===== src/rtl/signal_gen_pkg.sv =====
// Shared types and default sizes for the tick-driven waveform generator.
package signal_gen_pkg;

  localparam int PHASE_W  = 16;
  localparam int SAMPLE_W = 8;

  typedef enum logic [1:0] {
    WAVE_SAW  = 2'b00,
    WAVE_TRI  = 2'b01,
    WAVE_SQR  = 2'b10,
    WAVE_MUTE = 2'b11
  } wave_t;

  typedef enum logic [1:0] {
    IDLE = 2'd0,
    RUN  = 2'd1,
    PEND = 2'd2
  } state_t;

endpackage


===== src/rtl/signal_gen_en1m_if.sv =====
// Configuration valid/ready channel of the waveform generator.
interface signal_gen_en1m_if
  import signal_gen_pkg::*;
#(
  parameter int PHASE_W = signal_gen_pkg::PHASE_W
);
  logic               cfg_valid;
  logic               cfg_ready;
  logic [PHASE_W-1:0] cfg_freq;
  wave_t              cfg_wave;

  modport master (output cfg_valid, output cfg_freq, output cfg_wave, input cfg_ready);
  modport slave  (input cfg_valid, input cfg_freq, input cfg_wave, output cfg_ready);
endinterface


===== src/rtl/signal_gen_shaper.sv =====
// Combinational phase-to-sample shaper: saw, triangle, square or mute.
module signal_gen_shaper
  import signal_gen_pkg::*;
#(
  parameter int PHASE_W  = signal_gen_pkg::PHASE_W,
  parameter int SAMPLE_W = signal_gen_pkg::SAMPLE_W
) (
  input  logic [PHASE_W-1:0]  phase,
  input  wave_t               wave,
  output logic [SAMPLE_W-1:0] sample
);

  localparam int T = PHASE_W - 1;

  logic [SAMPLE_W-1:0] tri_lo;

  // Triangle folds the lower half-period bits around the top phase bit.
  assign tri_lo = phase[T-1 -: SAMPLE_W];

  always_comb begin
    sample = '0;
    unique case (wave)
      WAVE_SAW:  sample = phase[T -: SAMPLE_W];
      WAVE_TRI:  sample = phase[T] ? ~tri_lo : tri_lo;
      WAVE_SQR:  sample = {SAMPLE_W{phase[T]}};
      WAVE_MUTE: sample = '0;
      default:   sample = '0;
    endcase
  end

  generate
    if (PHASE_W > SAMPLE_W + 1) begin : g_low_bits
      logic unused_low;
      assign unused_low = ^phase[T-SAMPLE_W-1:0];
    end
  endgenerate

endmodule


===== src/rtl/signal_gen_en1m.sv =====
// Phase-accumulator waveform generator advanced by the 1 MHz enable strobe;
// new configurations are queued and swapped in at the next phase wrap.
module signal_gen_en1m
  import signal_gen_pkg::*;
#(
  parameter int PHASE_W  = signal_gen_pkg::PHASE_W,
  parameter int SAMPLE_W = signal_gen_pkg::SAMPLE_W
) (
  input  logic                 clk50m,
  input  logic                 rst,
  input  logic                 en1m,
  signal_gen_en1m_if.slave     cfg,
  output logic [SAMPLE_W-1:0]  sample,
  output logic                 sample_valid,
  output logic                 sync
);

  state_t              state_q, state_d;
  logic [PHASE_W-1:0]  phase_q, phase_d;
  logic [PHASE_W-1:0]  freq_q, freq_d;
  wave_t               wave_q, wave_d;
  logic [PHASE_W-1:0]  pend_freq_q, pend_freq_d;
  wave_t               pend_wave_q, pend_wave_d;
  logic [SAMPLE_W-1:0] sample_q, sample_d;
  logic                sample_valid_q, sample_valid_d;
  logic                sync_q, sync_d;

  logic                ready;
  logic                accept;
  logic                carry;
  logic [PHASE_W-1:0]  sum;
  wave_t               shape_wave;
  logic [SAMPLE_W-1:0] shaped;

  assign ready         = (state_q != PEND);
  assign accept        = cfg.cfg_valid & ready;
  assign {carry, sum}  = {1'b0, phase_q} + {1'b0, freq_q};
  assign cfg.cfg_ready = ready;

  signal_gen_shaper #(
    .PHASE_W  (PHASE_W),
    .SAMPLE_W (SAMPLE_W)
  ) u_shaper (
    .phase  (phase_d),
    .wave   (shape_wave),
    .sample (shaped)
  );

  always_comb begin
    // NOTE: every signal assigned here gets a default first so no path leaves
    // it unassigned; a missing default would infer a latch.
    state_d        = state_q;
    phase_d        = phase_q;
    freq_d         = freq_q;
    wave_d         = wave_q;
    pend_freq_d    = pend_freq_q;
    pend_wave_d    = pend_wave_q;
    sample_d       = sample_q;
    sample_valid_d = 1'b0;
    sync_d         = 1'b0;
    shape_wave     = wave_q;

    unique case (state_q)
      IDLE: begin
        // Frequency is zero here, so a coincident tick still shapes phase 0.
        if (accept) begin
          freq_d  = cfg.cfg_freq;
          wave_d  = cfg.cfg_wave;
          state_d = (cfg.cfg_freq != '0) ? RUN : IDLE;
        end
      end
      RUN: begin
        if (en1m) phase_d = sum;
        if (accept) begin
          pend_freq_d = cfg.cfg_freq;
          pend_wave_d = cfg.cfg_wave;
          state_d     = PEND;
        end
      end
      PEND: begin
        if (en1m) begin
          phase_d = sum;
          if (carry) begin
            freq_d     = pend_freq_q;
            wave_d     = pend_wave_q;
            shape_wave = pend_wave_q;
            if (pend_freq_q == '0) begin
              phase_d = '0;
              state_d = IDLE;
            end else begin
              state_d = RUN;
            end
          end
        end
      end
      default: state_d = IDLE;
    endcase

    if (en1m) begin
      sample_valid_d = 1'b1;
      sync_d         = carry;
      sample_d       = shaped;
    end
  end

  // NOTE: state registers use non-blocking assignments so every flop samples
  // the pre-edge values regardless of statement order.
  always_ff @(posedge clk50m or posedge rst) begin
    if (rst) begin
      state_q        <= IDLE;
      phase_q        <= '0;
      freq_q         <= '0;
      wave_q         <= WAVE_SAW;
      pend_freq_q    <= '0;
      pend_wave_q    <= WAVE_SAW;
      sample_q       <= '0;
      sample_valid_q <= 1'b0;
      sync_q         <= 1'b0;
    end else begin
      state_q        <= state_d;
      phase_q        <= phase_d;
      freq_q         <= freq_d;
      wave_q         <= wave_d;
      pend_freq_q    <= pend_freq_d;
      pend_wave_q    <= pend_wave_d;
      sample_q       <= sample_d;
      sample_valid_q <= sample_valid_d;
      sync_q         <= sync_d;
    end
  end

  assign sample       = sample_q;
  assign sample_valid = sample_valid_q;
  assign sync         = sync_q;

endmodule


===== src/flat_wrapper.sv =====
// flat-port wrapper written by rule: the top's interface ports become plain ports
module signal_gen_en1m_flat import signal_gen_pkg::*;
#(
  parameter int PHASE_W  = signal_gen_pkg::PHASE_W,
  parameter int SAMPLE_W = signal_gen_pkg::SAMPLE_W
)
  (clk50m, rst, en1m, sample, sample_valid, sync, cfg_cfg_valid, cfg_cfg_freq, cfg_cfg_wave, cfg_cfg_ready);
  signal_gen_en1m_if #(.PHASE_W(PHASE_W)) cfg_i ();
  input  logic clk50m;
  input  logic rst;
  input  logic en1m;
  output logic [SAMPLE_W-1:0] sample;
  output logic sample_valid;
  output logic sync;
  input wire logic [$bits(cfg_i.cfg_valid)-1:0] cfg_cfg_valid;
  input wire logic [$bits(cfg_i.cfg_freq)-1:0] cfg_cfg_freq;
  input wire logic [$bits(cfg_i.cfg_wave)-1:0] cfg_cfg_wave;
  output wire logic [$bits(cfg_i.cfg_ready)-1:0] cfg_cfg_ready;
  assign cfg_i.cfg_valid = cfg_cfg_valid;
  assign cfg_i.cfg_freq = cfg_cfg_freq;
  assign cfg_i.cfg_wave = cfg_cfg_wave;
  assign cfg_cfg_ready = cfg_i.cfg_ready;
  signal_gen_en1m #(.PHASE_W(PHASE_W), .SAMPLE_W(SAMPLE_W)) u_core (.clk50m(clk50m), .rst(rst), .en1m(en1m), .cfg(cfg_i), .sample(sample), .sample_valid(sample_valid), .sync(sync));
endmodule

===== config.mk =====
export PLATFORM = sky130hd
export DESIGN_NAME = signal_gen_en1m_flat
export DESIGN_NICKNAME = d
export VERILOG_FILES = /design/src/rtl/signal_gen_pkg.sv /design/src/rtl/signal_gen_en1m_if.sv /design/src/rtl/signal_gen_shaper.sv /design/src/rtl/signal_gen_en1m.sv /design/src/flat_wrapper.sv
export SDC_FILE = /design/constraint.sdc
export NUM_CORES = 1
export LEC_CHECK = 0
export CAP_MARGIN = 20
export CORE_ASPECT_RATIO = 0.75
export CORE_UTILIZATION = 58
export CTS_BUF_LIST = sky130_fd_sc_hd__clkbuf_16
export DETAILED_ROUTE_END_ITERATION = 16
export GPL_TIMING_DRIVEN = 0
export PLACE_DENSITY = 0.8
export SYNTH_ARGS = -nofsm -noshare
export SYNTH_HDL_FRONTEND = slang
export SYNTH_HIERARCHICAL = 1
export SYNTH_SLANG_ARGS = --single-unit

===== constraint.sdc =====
create_clock -name clk50m -period 4.7 [get_ports clk50m]
set_input_delay 0.94 -clock clk50m [delete_from_list [all_inputs] [get_ports clk50m]]
set_output_delay 0.94 -clock clk50m [all_outputs]
set_load 0.02 [all_outputs]

==> impl_metrics.py <==
metrics = {
    "floorplan": {
        "die_h_um": 72.95,
        "dieArea_mm2": 0.007046,
        "fp-row-count": 25,
        "start_util_pct": 61.00,
        "dieWidth_um": 96.60,
        "ios": 33,
        "core_mm2": 0.006381,
    },
    "critical_path": {
        "max_stage_delay_ns": 0.51,
        "cpMaxStageDelayCell": "o31ai_4",
        "end_kind": "flip-flop",
        "cpLargestDelayFamily": "compound AO/OA/AOI/OAI gates",
        "worstPathCellList": "ha_1 -> inv_1 -> fa_1 -> nand2b_1 -> a21oi_2 -> o2111ai_2 -> o31ai_4 -> o22ai_2 -> buf_6 -> a22o_1 -> buf_6 -> xor2_1 -> a221o_1 -> mux2_2",
        "arrival_ns": 4.24,
        "path_buf_inv": 3,
        "crit_top_cell": "buf_6",
        "crit_required_ns": 4.91,
        "cp_max_fo": 10,
        "cp-start-kind": "flip-flop",
        "path_class": "flip-flop to flip-flop",
    },
    "global_route": {
        "grt_pass1_vias": 2993,
        "track_usage_pct": 28.84,
        "overflow": 0,
        "grt_max_degree": 44,
        "antenna_found_initial": 0,
        "grt_pass1_wl_mm": 15.00,
    },
    "sta": {
        "skew_ns": 0.006000,
        "fmax_ghz": 0.2484,
        "rsz0062_at_grt": "false",
        "period_needed_ns": 4.026,
        "slew_viol_final": 0,
        "whs_ns": 0.5030,
        "relSlewSlack_pct": 56.32,
        "fin_crit_sh_pct": 85.66,
        "hold_viol": 0,
        "setup_tns_ns": 0,
        "setup_viol": 0,
        "tightest_slew_ns": 0.6509,
    },
    "synth": {
        "syn-num-nets": 409,
        "synth-simple-area-share_pct": 9.675,
        "ys_ff_latch": 64,
        "synth_top_family_by_area": "compound AO/OA/AOI/OAI gates",
        "yosys.area_share.adder_pct": 6.943,
        "syn_inst": 366,
        "syn_area_mm2": 0.003892,
        "synth_edf_count": 0,
        "ys_seq_area_share_pct": 41.14,
        "async_flop_share_pct": 100.0,
        "synth.avg_cell_area_um2": 10.64,
        "synth-compound-area-share_pct": 21.02,
        "synth-xor-area-share_pct": 4.050,
        "yosys_warnings": 6,
        "muxShareOfSynthArea_pct": 13.02,
        "ys_types": 50,
        "synth_ff_type": "dfrtp_1",
    },
    "power": {
        "ir_worst_vdd_mv": 0.4390,
        "p_leak_nw": 1.989,
        "power_mw": 3.463,
        "pwr_density_cell_mw_per_mm2": 753.0,
    },
    "placed_design": {
        "port_buffers": 32,
        "place_congestion": 0.8873,
        "dp_hpwl_mm": 6.807,
    },
    "detailed_routing": {
        "ant_nets": 0,
        "vias": 3173,
        "drt-total-wl_mm": 9.467,
        "drc_errors": 0,
        "firstDrtPassIters": 7,
        "drtIter0Drc": 291,
        "via_per_inst": 6.397,
        "post_drt_wl_per_cell_um": 19.09,
    },
    "flow_run": {
        "maxCapViolCount": 0,
    },
    "cts": {
        "root_buffer": "clkbuf_16",
        "cts_hold_buffers": 0,
        "ctsResizeCount": 0,
        "clkTransAtPathRegs_ns": 0.06,
        "clock-sinks": 64,
        "cts_made_buffers": 9,
        "cts.path.max_buffers": 2,
        "clk_latency_ns": 0.32,
        "post-cts-setup-buffers": 0,
        "cts_tree": "yes",
        "htree_levels": 3,
    },
    "final_layout": {
        "layout-drive-gt1-share_pct": 14.70,
        "n_antenna_cell": 0,
        "area_growth_pct": 18.16,
        "fin_nets": 453,
    },
    "min_path": {
        "min_path_type": "flip-flop to flip-flop",
    },
    "status": {
        "status": "finished clean",
    },
}
==> sequential cells by signal, indices dropped and copies added, names as in the netlist <==
| register | cells |
|---|---|
| u_core/freq_q | 16 |
| u_core/state_q | 2 |
| u_core/pend_wave_q | 2 |
| u_core/pend_freq_q | 16 |
| u_core/phase_q | 16 |
| u_core/sample_valid | 1 |
| u_core/wave_q | 2 |
| u_core/sync | 1 |
| u_core/sample | 8 |
==> placed cells by master, fill, tap and decap left out, types with 4 or more instances in the layout <==
cell and n:
a21o_1 4, a21oi_1 31, a221o_1 8, a22o_1 12, a32o_1 4, buf_6 6
clkbuf_1 9, clkbuf_16 9, clkdlybuf4s50_1 32, clkinv_2 4, dfrtp_1 64, ha_1 20
inv_1 11, mux2_2 29, mux2i_1 18, nand2_1 14, nand2b_1 19, nand3_1 4
nor2_1 14, nor2b_1 5, nor4_1 8, o21a_1 5, o21ai_0 10, o22ai_1 17
xnor2_1 7, xor2_1 11
==> layer usage <==
metal / share of wire, % / up-vias / global-route usage [%] / routed length (µm)
met1: 47 / 1593 / 41.02 / 4433
met5: 0 / - / 0 / 0
li1: - / 1471 / - / -
met2: 47 / 103 / 45.31 / 4455
met4: 0.68 / 0 / 7.190 / 64
met3: 5.4 / 6 / 5.833 / 513
==> stage by stage <==
stage | utilization, % | area [µm²] | worst slack, ns | instances
floorplan | - | 3892 | 1.339 | 366
global placement | 67.61 | 4314 | 0.7218 | 479
detailed placement | 67.92 | 4334 | 0.7126 | 480
CTS | 72.08 | 4599 | 0.7537 | 496
global route | 72.08 | 4599 | 0.5822 | 496
finish | 72.08 | 4599 | 0.6740 | 496
==> cell usage after synthesis, types with 2 or more instances <==
master    number  area (µm²)
inv_1         11       41.29
a221o_1        8       80.08
ha_1          20       250.2
a32o_1         4       40.04
buf_6          6       67.56
o21ai_1        2       10.01
xor2_1        11       96.34
a22o_1        12       105.1
o21ai_0       10       50.05
mux2_2        29       326.6
nor2_1        14       52.55
nor2b_1        5       31.28
mux2i_1       18       180.2
nand2_1       14       52.55
nand2b_1      19       118.9
xnor2_1        7       61.31
buf_2          3       15.01
clkbuf_1       9       33.78
nor4_1         8       50.05
o211ai_1       3       22.52
o21a_1         5       37.54
a22oi_1        2       15.01
nand4_1        2       12.51
dfrtp_1       64        1602
o22ai_1       17       106.4
a211oi_1       3       22.52
a21oi_1       31       155.2
a21o_1         4       30.03
nand3_1        4       20.02
==> worst register-to-register path: stages, from the launching register on <==
cell and delay (ns):
dfrtp_1 0.40, ha_1 0.23, inv_1 0.08, fa_1 0.41
nand2b_1 0.20, a21oi_2 0.22, o2111ai_2 0.22, o31ai_4 0.51
o22ai_2 0.28, buf_6 0.23, a22o_1 0.24, buf_6 0.17
xor2_1 0.16, a221o_1 0.31, mux2_2 0.26
==> power breakdown <==
group	internal (mW)	leakage (nW)	total, mW	switching [mW]
clock network	0.351	0.136	0.587	0.236
registers	0.782	0.779	0.960	0.177
logic	0.876	1.07	1.92	1.04
==> path summary, 6_finish.rpt <==
kind | endpoint | cells after the start | start | slack [ns]
min in group asynchronous | u_core/sample[7]$_DFFE_PP0P_ | 2 | rst | 0.97
max in group asynchronous | u_core/freq_q[8]$_DFFE_PP0P_ | 3 | rst | 3.13
worst max register to register | u_core/sample[3]$_DFFE_PP0P_ | 14 | u_core/freq_q[0]$_DFFE_PP0P_ | 0.67
worst min register to register | u_core/sample[5]$_DFFE_PP0P_ | 1 | u_core/sample[5]$_DFFE_PP0P_ | 0.50
worst max-delay path | u_core/sample[3]$_DFFE_PP0P_ | 14 | u_core/freq_q[0]$_DFFE_PP0P_ | 0.67
worst min-delay path | u_core/sample[5]$_DFFE_PP0P_ | 1 | u_core/sample[5]$_DFFE_PP0P_ | 0.50
==> final cells by class <==
| type | count | area (µm²) |
|---|---|---|
| repair buffers | 33 | 340.3 |
| clock inverters | 7 | 40.04 |
| fillers | 485 | 1782 |
| flip-flops and latches | 64 | 1602 |
| plain buffers | 19 | 120.1 |
| inverters | 11 | 41.29 |
| well taps | 81 | 101.3 |
| clock buffers | 9 | 225.2 |
| multi-input cells | 272 | 2130 |
==> cell families after synthesis <==
logic type / Yosys count
AOI/OAI and AO/OA: 115
and+or+nand+nor: 71
DFF: 64
muxes: 47
buffers and inverters: 30
adders and majority gates: 21
xor gates and xnor gates: 18
Note: power is estimated with default switching activity, not from simulation.
